**src/rtl/data_bus_pkg.sv**
```systemverilog
// data_bus_pkg
//   Shared constants for the data bus responder: default region bases, I/O
//   register offsets (relative to IO_BASE), TIMER_CTRL bit positions and the
//   internal address-decode select type.
//   No ports.
package data_bus_pkg;

  localparam logic [31:0] RAM_BASE_DEFAULT = 32'h1001_0000;
  localparam logic [31:0] IO_BASE_DEFAULT  = 32'h1001_0400;

  localparam logic [7:0] OFF_GPIO_OUT    = 8'h00;
  localparam logic [7:0] OFF_GPIO_IN     = 8'h04;
  localparam logic [7:0] OFF_TIMER_COUNT = 8'h08;
  localparam logic [7:0] OFF_TIMER_CMP   = 8'h0C;
  localparam logic [7:0] OFF_TIMER_CTRL  = 8'h10;

  localparam int CTRL_EN_BIT   = 0;
  localparam int CTRL_FLAG_BIT = 1;
  localparam int CTRL_IE_BIT   = 2;

  typedef enum logic [2:0] {
    SEL_NONE,
    SEL_RAM,
    SEL_GPIO_OUT,
    SEL_GPIO_IN,
    SEL_T_COUNT,
    SEL_T_CMP,
    SEL_T_CTRL
  } bus_sel_e;

  // Word index of an I/O offset, for comparison against (Address-IO_BASE)>>2.
  function automatic logic [5:0] io_word(input logic [7:0] off);
    return off[7:2];
  endfunction

endpackage

```
**src/rtl/timer_unit.sv**
```systemverilog
// timer_unit
//   Free-running compare timer. COUNT increments while EN=1; when COUNT equals
//   CMP (and EN=1) the next COUNT is 0 and FLAG sets. A bus write to COUNT wins
//   over increment/wrap; a FLAG set wins over a same-cycle W1C clear.
//   Ports:
//     clk, reset          clock, synchronous active-high reset
//     i_wr_count/cmp/ctrl one-cycle write strobes (already decoded and gated)
//     i_wdata             store data
//     o_count, o_cmp      current COUNT / CMP
//     o_ctrl              {IE, FLAG, EN}
//     o_irq               FLAG & IE, from registered state only
module timer_unit
  import data_bus_pkg::*;
#(
  parameter int DATA_WIDTH = 32
) (
  input  logic                  clk,
  input  logic                  reset,
  input  logic                  i_wr_count,
  input  logic                  i_wr_cmp,
  input  logic                  i_wr_ctrl,
  input  logic [DATA_WIDTH-1:0] i_wdata,
  output logic [DATA_WIDTH-1:0] o_count,
  output logic [DATA_WIDTH-1:0] o_cmp,
  output logic [2:0]            o_ctrl,
  output logic                  o_irq
);

  logic [DATA_WIDTH-1:0] r_count;
  logic [DATA_WIDTH-1:0] r_cmp;
  logic                  r_en;
  logic                  r_flag;
  logic                  r_ie;
  logic                  w_wrap;

  assign w_wrap = r_en && (r_count == r_cmp);

  always_ff @(posedge clk) begin
    if (reset) begin
      r_count <= '0;
      r_cmp   <= '1;
      r_en    <= 1'b0;
      r_flag  <= 1'b0;
      r_ie    <= 1'b0;
    end else begin
      if (i_wr_count)
        r_count <= i_wdata;
      else if (w_wrap)
        r_count <= '0;
      else if (r_en)
        r_count <= r_count + DATA_WIDTH'(1);

      if (i_wr_cmp)
        r_cmp <= i_wdata;

      if (i_wr_ctrl) begin
        r_en <= i_wdata[CTRL_EN_BIT];
        r_ie <= i_wdata[CTRL_IE_BIT];
      end

      if (w_wrap)
        r_flag <= 1'b1;
      else if (i_wr_ctrl && i_wdata[CTRL_FLAG_BIT])
        r_flag <= 1'b0;
    end
  end

  always_comb begin
    o_ctrl = '0;
    o_ctrl[CTRL_EN_BIT]   = r_en;
    o_ctrl[CTRL_FLAG_BIT] = r_flag;
    o_ctrl[CTRL_IE_BIT]   = r_ie;
  end

  assign o_count = r_count;
  assign o_cmp   = r_cmp;
  assign o_irq   = r_flag & r_ie;

endmodule

```
**src/rtl/data_bus_responder.sv**
```systemverilog
// data_bus_responder
//   Memory-mapped responder for a single-cycle core: a word RAM at RAM_BASE
//   and an I/O block at IO_BASE (GPIO out/in, optional timer). Loads are
//   combinational from Address; stores commit on the rising clk edge.
//   Build option: define DATA_BUS_TIMER_EN to include the timer (offsets
//   0x08-0x10); without it those offsets read 0 and timer_irq is tied low.
//   Ports:
//     clk, reset      clock, synchronous active-high reset
//     MemWrite        store strobe
//     Address         byte address
//     WriteData       store data
//     ReadData        load data (same cycle)
//     gpio_in         external inputs (double-flop synchronized)
//     gpio_out        GPIO_OUT register
//     timer_irq       timer interrupt level
module data_bus_responder
  import data_bus_pkg::*;
#(
  parameter int                    DATA_WIDTH   = 32,
  parameter int                    MEMORY_DEPTH = 64,
  parameter logic [DATA_WIDTH-1:0] RAM_BASE     = DATA_WIDTH'(RAM_BASE_DEFAULT),
  parameter logic [DATA_WIDTH-1:0] IO_BASE      = DATA_WIDTH'(IO_BASE_DEFAULT)
) (
  input  logic                  clk,
  input  logic                  reset,
  input  logic                  MemWrite,
  input  logic [DATA_WIDTH-1:0] Address,
  input  logic [DATA_WIDTH-1:0] WriteData,
  output logic [DATA_WIDTH-1:0] ReadData,
  input  logic [7:0]            gpio_in,
  output logic [7:0]            gpio_out,
  output logic                  timer_irq
);

  localparam int IDX_W = (MEMORY_DEPTH > 1) ? $clog2(MEMORY_DEPTH) : 1;

  logic [DATA_WIDTH-1:0] r_mem [MEMORY_DEPTH];
  logic [7:0]            r_gpio_out;
  logic [7:0]            r_gpio_meta;
  logic [7:0]            r_gpio_sync;

  logic [DATA_WIDTH-1:0] w_ram_word;
  logic [DATA_WIDTH-1:0] w_io_word;
  logic                  w_ram_hit;
  logic                  w_io_hit;
  logic [IDX_W-1:0]      w_ram_idx;
  bus_sel_e              w_sel;
  logic                  w_we;
  logic [DATA_WIDTH-1:0] w_rdata;

  // Word offsets; comparing whole words makes Address[1:0] irrelevant.
  assign w_ram_word = (Address - RAM_BASE) >> 2;
  assign w_io_word  = (Address - IO_BASE) >> 2;
  assign w_ram_hit  = (Address >= RAM_BASE) && (w_ram_word < DATA_WIDTH'(MEMORY_DEPTH));
  assign w_io_hit   = (Address >= IO_BASE);
  assign w_ram_idx  = w_ram_word[IDX_W-1:0];

  // Stores issued in a reset cycle are dropped everywhere, RAM included.
  assign w_we = MemWrite & ~reset;

  always_comb begin
    w_sel = SEL_NONE;
    if (w_ram_hit) begin
      w_sel = SEL_RAM;
    end else if (w_io_hit) begin
      if (w_io_word == DATA_WIDTH'(io_word(OFF_GPIO_OUT)))    w_sel = SEL_GPIO_OUT;
      if (w_io_word == DATA_WIDTH'(io_word(OFF_GPIO_IN)))     w_sel = SEL_GPIO_IN;
`ifdef DATA_BUS_TIMER_EN
      if (w_io_word == DATA_WIDTH'(io_word(OFF_TIMER_COUNT))) w_sel = SEL_T_COUNT;
      if (w_io_word == DATA_WIDTH'(io_word(OFF_TIMER_CMP)))   w_sel = SEL_T_CMP;
      if (w_io_word == DATA_WIDTH'(io_word(OFF_TIMER_CTRL)))  w_sel = SEL_T_CTRL;
`endif
    end
  end

  // RAM has no reset; contents survive a core reset.
  always_ff @(posedge clk) begin
    if (w_we && (w_sel == SEL_RAM))
      r_mem[w_ram_idx] <= WriteData;
  end

  always_ff @(posedge clk) begin
    if (reset) begin
      r_gpio_out  <= '0;
      r_gpio_meta <= '0;
      r_gpio_sync <= '0;
    end else begin
      r_gpio_meta <= gpio_in;
      r_gpio_sync <= r_gpio_meta;
      if (w_we && (w_sel == SEL_GPIO_OUT))
        r_gpio_out <= WriteData[7:0];
    end
  end

`ifdef DATA_BUS_TIMER_EN
  logic [DATA_WIDTH-1:0] w_t_count;
  logic [DATA_WIDTH-1:0] w_t_cmp;
  logic [2:0]            w_t_ctrl;

  timer_unit #(
    .DATA_WIDTH (DATA_WIDTH)
  ) u_timer (
    .clk        (clk),
    .reset      (reset),
    .i_wr_count (w_we && (w_sel == SEL_T_COUNT)),
    .i_wr_cmp   (w_we && (w_sel == SEL_T_CMP)),
    .i_wr_ctrl  (w_we && (w_sel == SEL_T_CTRL)),
    .i_wdata    (WriteData),
    .o_count    (w_t_count),
    .o_cmp      (w_t_cmp),
    .o_ctrl     (w_t_ctrl),
    .o_irq      (timer_irq)
  );
`else
  assign timer_irq = 1'b0;
`endif

  always_comb begin
    w_rdata = '0;
    case (w_sel)
      SEL_RAM:      w_rdata = r_mem[w_ram_idx];
      SEL_GPIO_OUT: w_rdata = DATA_WIDTH'(r_gpio_out);
      SEL_GPIO_IN:  w_rdata = DATA_WIDTH'(r_gpio_sync);
`ifdef DATA_BUS_TIMER_EN
      SEL_T_COUNT:  w_rdata = w_t_count;
      SEL_T_CMP:    w_rdata = w_t_cmp;
      SEL_T_CTRL:   w_rdata = DATA_WIDTH'(w_t_ctrl);
`endif
      default:      w_rdata = '0;
    endcase
  end

  assign ReadData = w_rdata;
  assign gpio_out = r_gpio_out;

endmodule

```
**config.mk**
```make
export PLATFORM = sky130hd
export DESIGN_NAME = data_bus_responder
export DESIGN_NICKNAME = d
export VERILOG_FILES = /design/src/rtl/data_bus_pkg.sv /design/src/rtl/timer_unit.sv /design/src/rtl/data_bus_responder.sv
export SDC_FILE = /design/constraint.sdc
export NUM_CORES = 2
export LEC_CHECK = 0
export CAP_MARGIN = 20
export CORE_ASPECT_RATIO = 1.5
export CORE_MARGIN = 3
export CORE_UTILIZATION = 47
export DETAILED_ROUTE_END_ITERATION = 12
export HOLD_SLACK_MARGIN = 0.02
export PLACE_DENSITY_LB_ADDON = 0.15
export SLEW_MARGIN = 20
export SYNTH_ARGS = -nofsm -noshare
export SYNTH_HDL_FRONTEND = slang
export SYNTH_SLANG_ARGS = --single-unit
```
**constraint.sdc**
```tcl
create_clock -name clk -period 12.4 [get_ports clk]
set_input_delay 1.86 -clock clk [delete_from_list [all_inputs] [get_ports clk]]
set_output_delay 1.86 -clock clk [all_outputs]
set_load 0.01 [all_outputs]
```
==> results.tsv <==
metric	value	unit
sequential power share	0.545	
DR WL/cell	39.4	um
vias in the first global route	44600	
Critical Path Fanout Max	68	
min cycle time layout	9.30	ns
hold_buf cts	0	
HPWL Detailed	154	mm
Post-CTS Resized	0	
first-pass GRT wire length	369	mm
setup_tns	0	ns
Critical R2R Launch	gpio_out[0]$_SDFFE_PP0P_	
Worst EP arrival	7.44	ns
core area	166000	um2
worst slew pin tran	1.24	ns
Die Ht	508	um
CTS Buf Count	185	
Fmax achieved	0.108	GHz
Logic pwr share	0.054	
Startpoint Class	primary input	
required time worst endpoint	10.54	ns
worst setup path end	ReadData[31]	
power per cell area	158	nW/um2
fill cell count	13000	
status	completed	
worst skew pair latency	0.82	ns
Fin Hold WS	0.446	ns
Mapped Area	79100	um2
CTS sink count	2072	
CP Capture Type	output port	
Clk pin slew, worst setup/hold paths	0.06	ns
largest net degree at the start of global routing	69	
area of the multi-input gates	16200	um2
Worst slew margin	0.155	
clk root buf	clkbuf_16	
TritonCTS clock tree	yes	
first drt pass iteration count	8	
Synth area leader	edfxtp_1	
fin. max-slew vios	0	
Final nets	4537	
share of layout cells above drive strength 1	0.192	
R2R depth	2	
Tcrit/Tclk final	0.750	
Post-synth EDFFs	2048	
WS Path Type	in -> out	
Critical path origin	Address[2]	
H-tree levels	4	
GP Congestion	0.850	
synth warn	0	
FF-to-FF setup slack	11.77	ns
most common cell after layout, fill and taps aside	edfxtp_1	
DRC viols	0	
max_cap viols	0	
CTS Buffer Depth	3	
initial antenna violation count	20	
worst r2r dst	gpio_out[0]$_SDFFE_PP0P_	
hold violation total from the final report	0	
sequential element share of the synthesized area	0.784	
number of vias per cell	6.79	
Rows	183	
Mean Syn Cell Area	18.6	um2
setup bufs post-CTS	0	
internal power	11.0	mW
vias	46500	
Syn Inst Count	4254	
Initial DRC Count	7214	
register bit total from synthesis	2072	
Clock Skews	0.00116	ns
total grt overflow	0	
DIE WIDTH	341	um
area growth from synthesis to layout	13.2	%
final setup vio count	0	
IO Pins	116	
sw frac	0.219	
Synth top area share	0.778	
synthesized net count	4329	
Hold Crit Class	reg -> reg	
library cells used by synthesis	75	
most frequent cells in the layout	2,048 x edfxtp_1, 337 x o22ai_1, 203 x buf_4	
Post-synth top flop	edfxtp_1	
Initial Utilization	0.475	
post-route antenna net violation count	0	
NetSw	3.10	mW
Leak	27.8	nW
Synth async-reset ratio	0	
DRT Wirelength	270	mm
Clk pwr share	0.401	
total die area	173000	um2
RSZ-0062 raised after global routing	no	
Max IR drop VDD	0.171	mV
overall global routing resource usage	0.308	
I/O Buffers	112	
top post-synthesis cells by area	edfxtp_1 78%, mux4_2 4.4%, o22ai_1 2.7%	
Reg area	62000	um2
## cells in the mapped netlist, drive strengths merged, types with 29 or more instances
master  instances
a21oi         103
clkbuf        112
o21ai          99
nor2          183
o22ai         337
a22oi          30
nor2b          29
edfxtp       2048
nand2         119
mux2i         153
o221ai        154
mux4          153
buf           184
mux2          157
## per-layer routing
layer,up-vias,wire [um],GRT usage
li1,18100,-,-
met1,24500,98700,0.412
met2,3227,128000,0.490
met3,641,29900,0.0669
met4,10,13700,0.136
met5,-,57,0
## state kept, by name, summed over array words and instances, names as in the netlist
| register | cells |
|---|---|
| gpio_out | 8 |
| r_gpio_meta | 8 |
| r_gpio_sync | 8 |
| r_mem | 2048 |
## power groups by stage
stage	clock network (mW)	registers, mW	logic [mW]
floorplan	0	7.84	0.342
global placement	0	7.84	0.741
detailed placement	0	7.84	0.749
CTS	5.71	7.69	0.750
global route	5.97	7.69	0.785
finish	5.66	7.69	0.767
## worst min path at each step
stage | start | end | slack (ns) | depth (start not counted)
finish | r_gpio_meta[6]$_SDFF_PP0_ | r_gpio_sync[6]$_SDFF_PP0_ | 0.45 | 1
global route | r_gpio_meta[6]$_SDFF_PP0_ | r_gpio_sync[6]$_SDFF_PP0_ | 0.47 | 1
CTS | r_gpio_meta[6]$_SDFF_PP0_ | r_gpio_sync[6]$_SDFF_PP0_ | 0.45 | 1
detailed placement | r_gpio_meta[6]$_SDFF_PP0_ | r_gpio_sync[6]$_SDFF_PP0_ | 0.43 | 1
global placement | r_gpio_meta[0]$_SDFF_PP0_ | r_gpio_sync[0]$_SDFF_PP0_ | 0.43 | 1
floorplan | r_gpio_meta[0]$_SDFF_PP0_ | r_gpio_sync[0]$_SDFF_PP0_ | 0.41 | 1
## critical path: stages
cell and delay (ns):
buf_8 0.45, buf_12 0.41, or2_2 0.81, buf_4 0.41
o22ai_1 0.13, a211o_1 0.26, a21oi_1 0.80, nand4_1 0.54
a2111oi_0 0.73, buf_4 0.29, clkdlybuf4s50_1 0.55
## metrics by stage
step           instances  area, um2  setup slack, ns  power [mW]  utilization
6_report            6848      89500             3.10        14.1        0.538
5_1_grt             6840      89500             2.92        14.4        0.537
4_1_cts             6838      89400             3.21        14.1        0.537
3_5_place_dp        6494      83600             3.21        8.59        0.502
3_3_place_gp        6494      83600             3.42        8.59        0.502
2_1_floorplan       4254      79100             6.55        8.19            -
## logic make-up (layout without fill, tap and decap cells)
| group | after synthesis | after routing | share of synthesized area |
|---|---|---|---|
| flops | 2072 | 2072 | 0.784 |
| compound gates | 948 | 948 | 0.0840 |
| buf+inv | 307 | 672 | 0.0187 |
| mux | 463 | 463 | 0.0853 |
| other cells | 1 | 10 | 0.0000474 |
| simple gates | 463 | 463 | 0.0282 |
## final cells by class
class / count / share of cell area
diodes: 9 / 0.000252
clock buffers: 241 / 0.0557
clock inverters: 103 / 0.00947
multi-input cells: 1875 / 0.181
repair buffers: 317 / 0.0293
flip-flops and latches: 2072 / 0.693
inverters: 11 / 0.000531
well taps: 2220 / 0.0310
No activity file was read; power rests on OpenSTA's default activity.
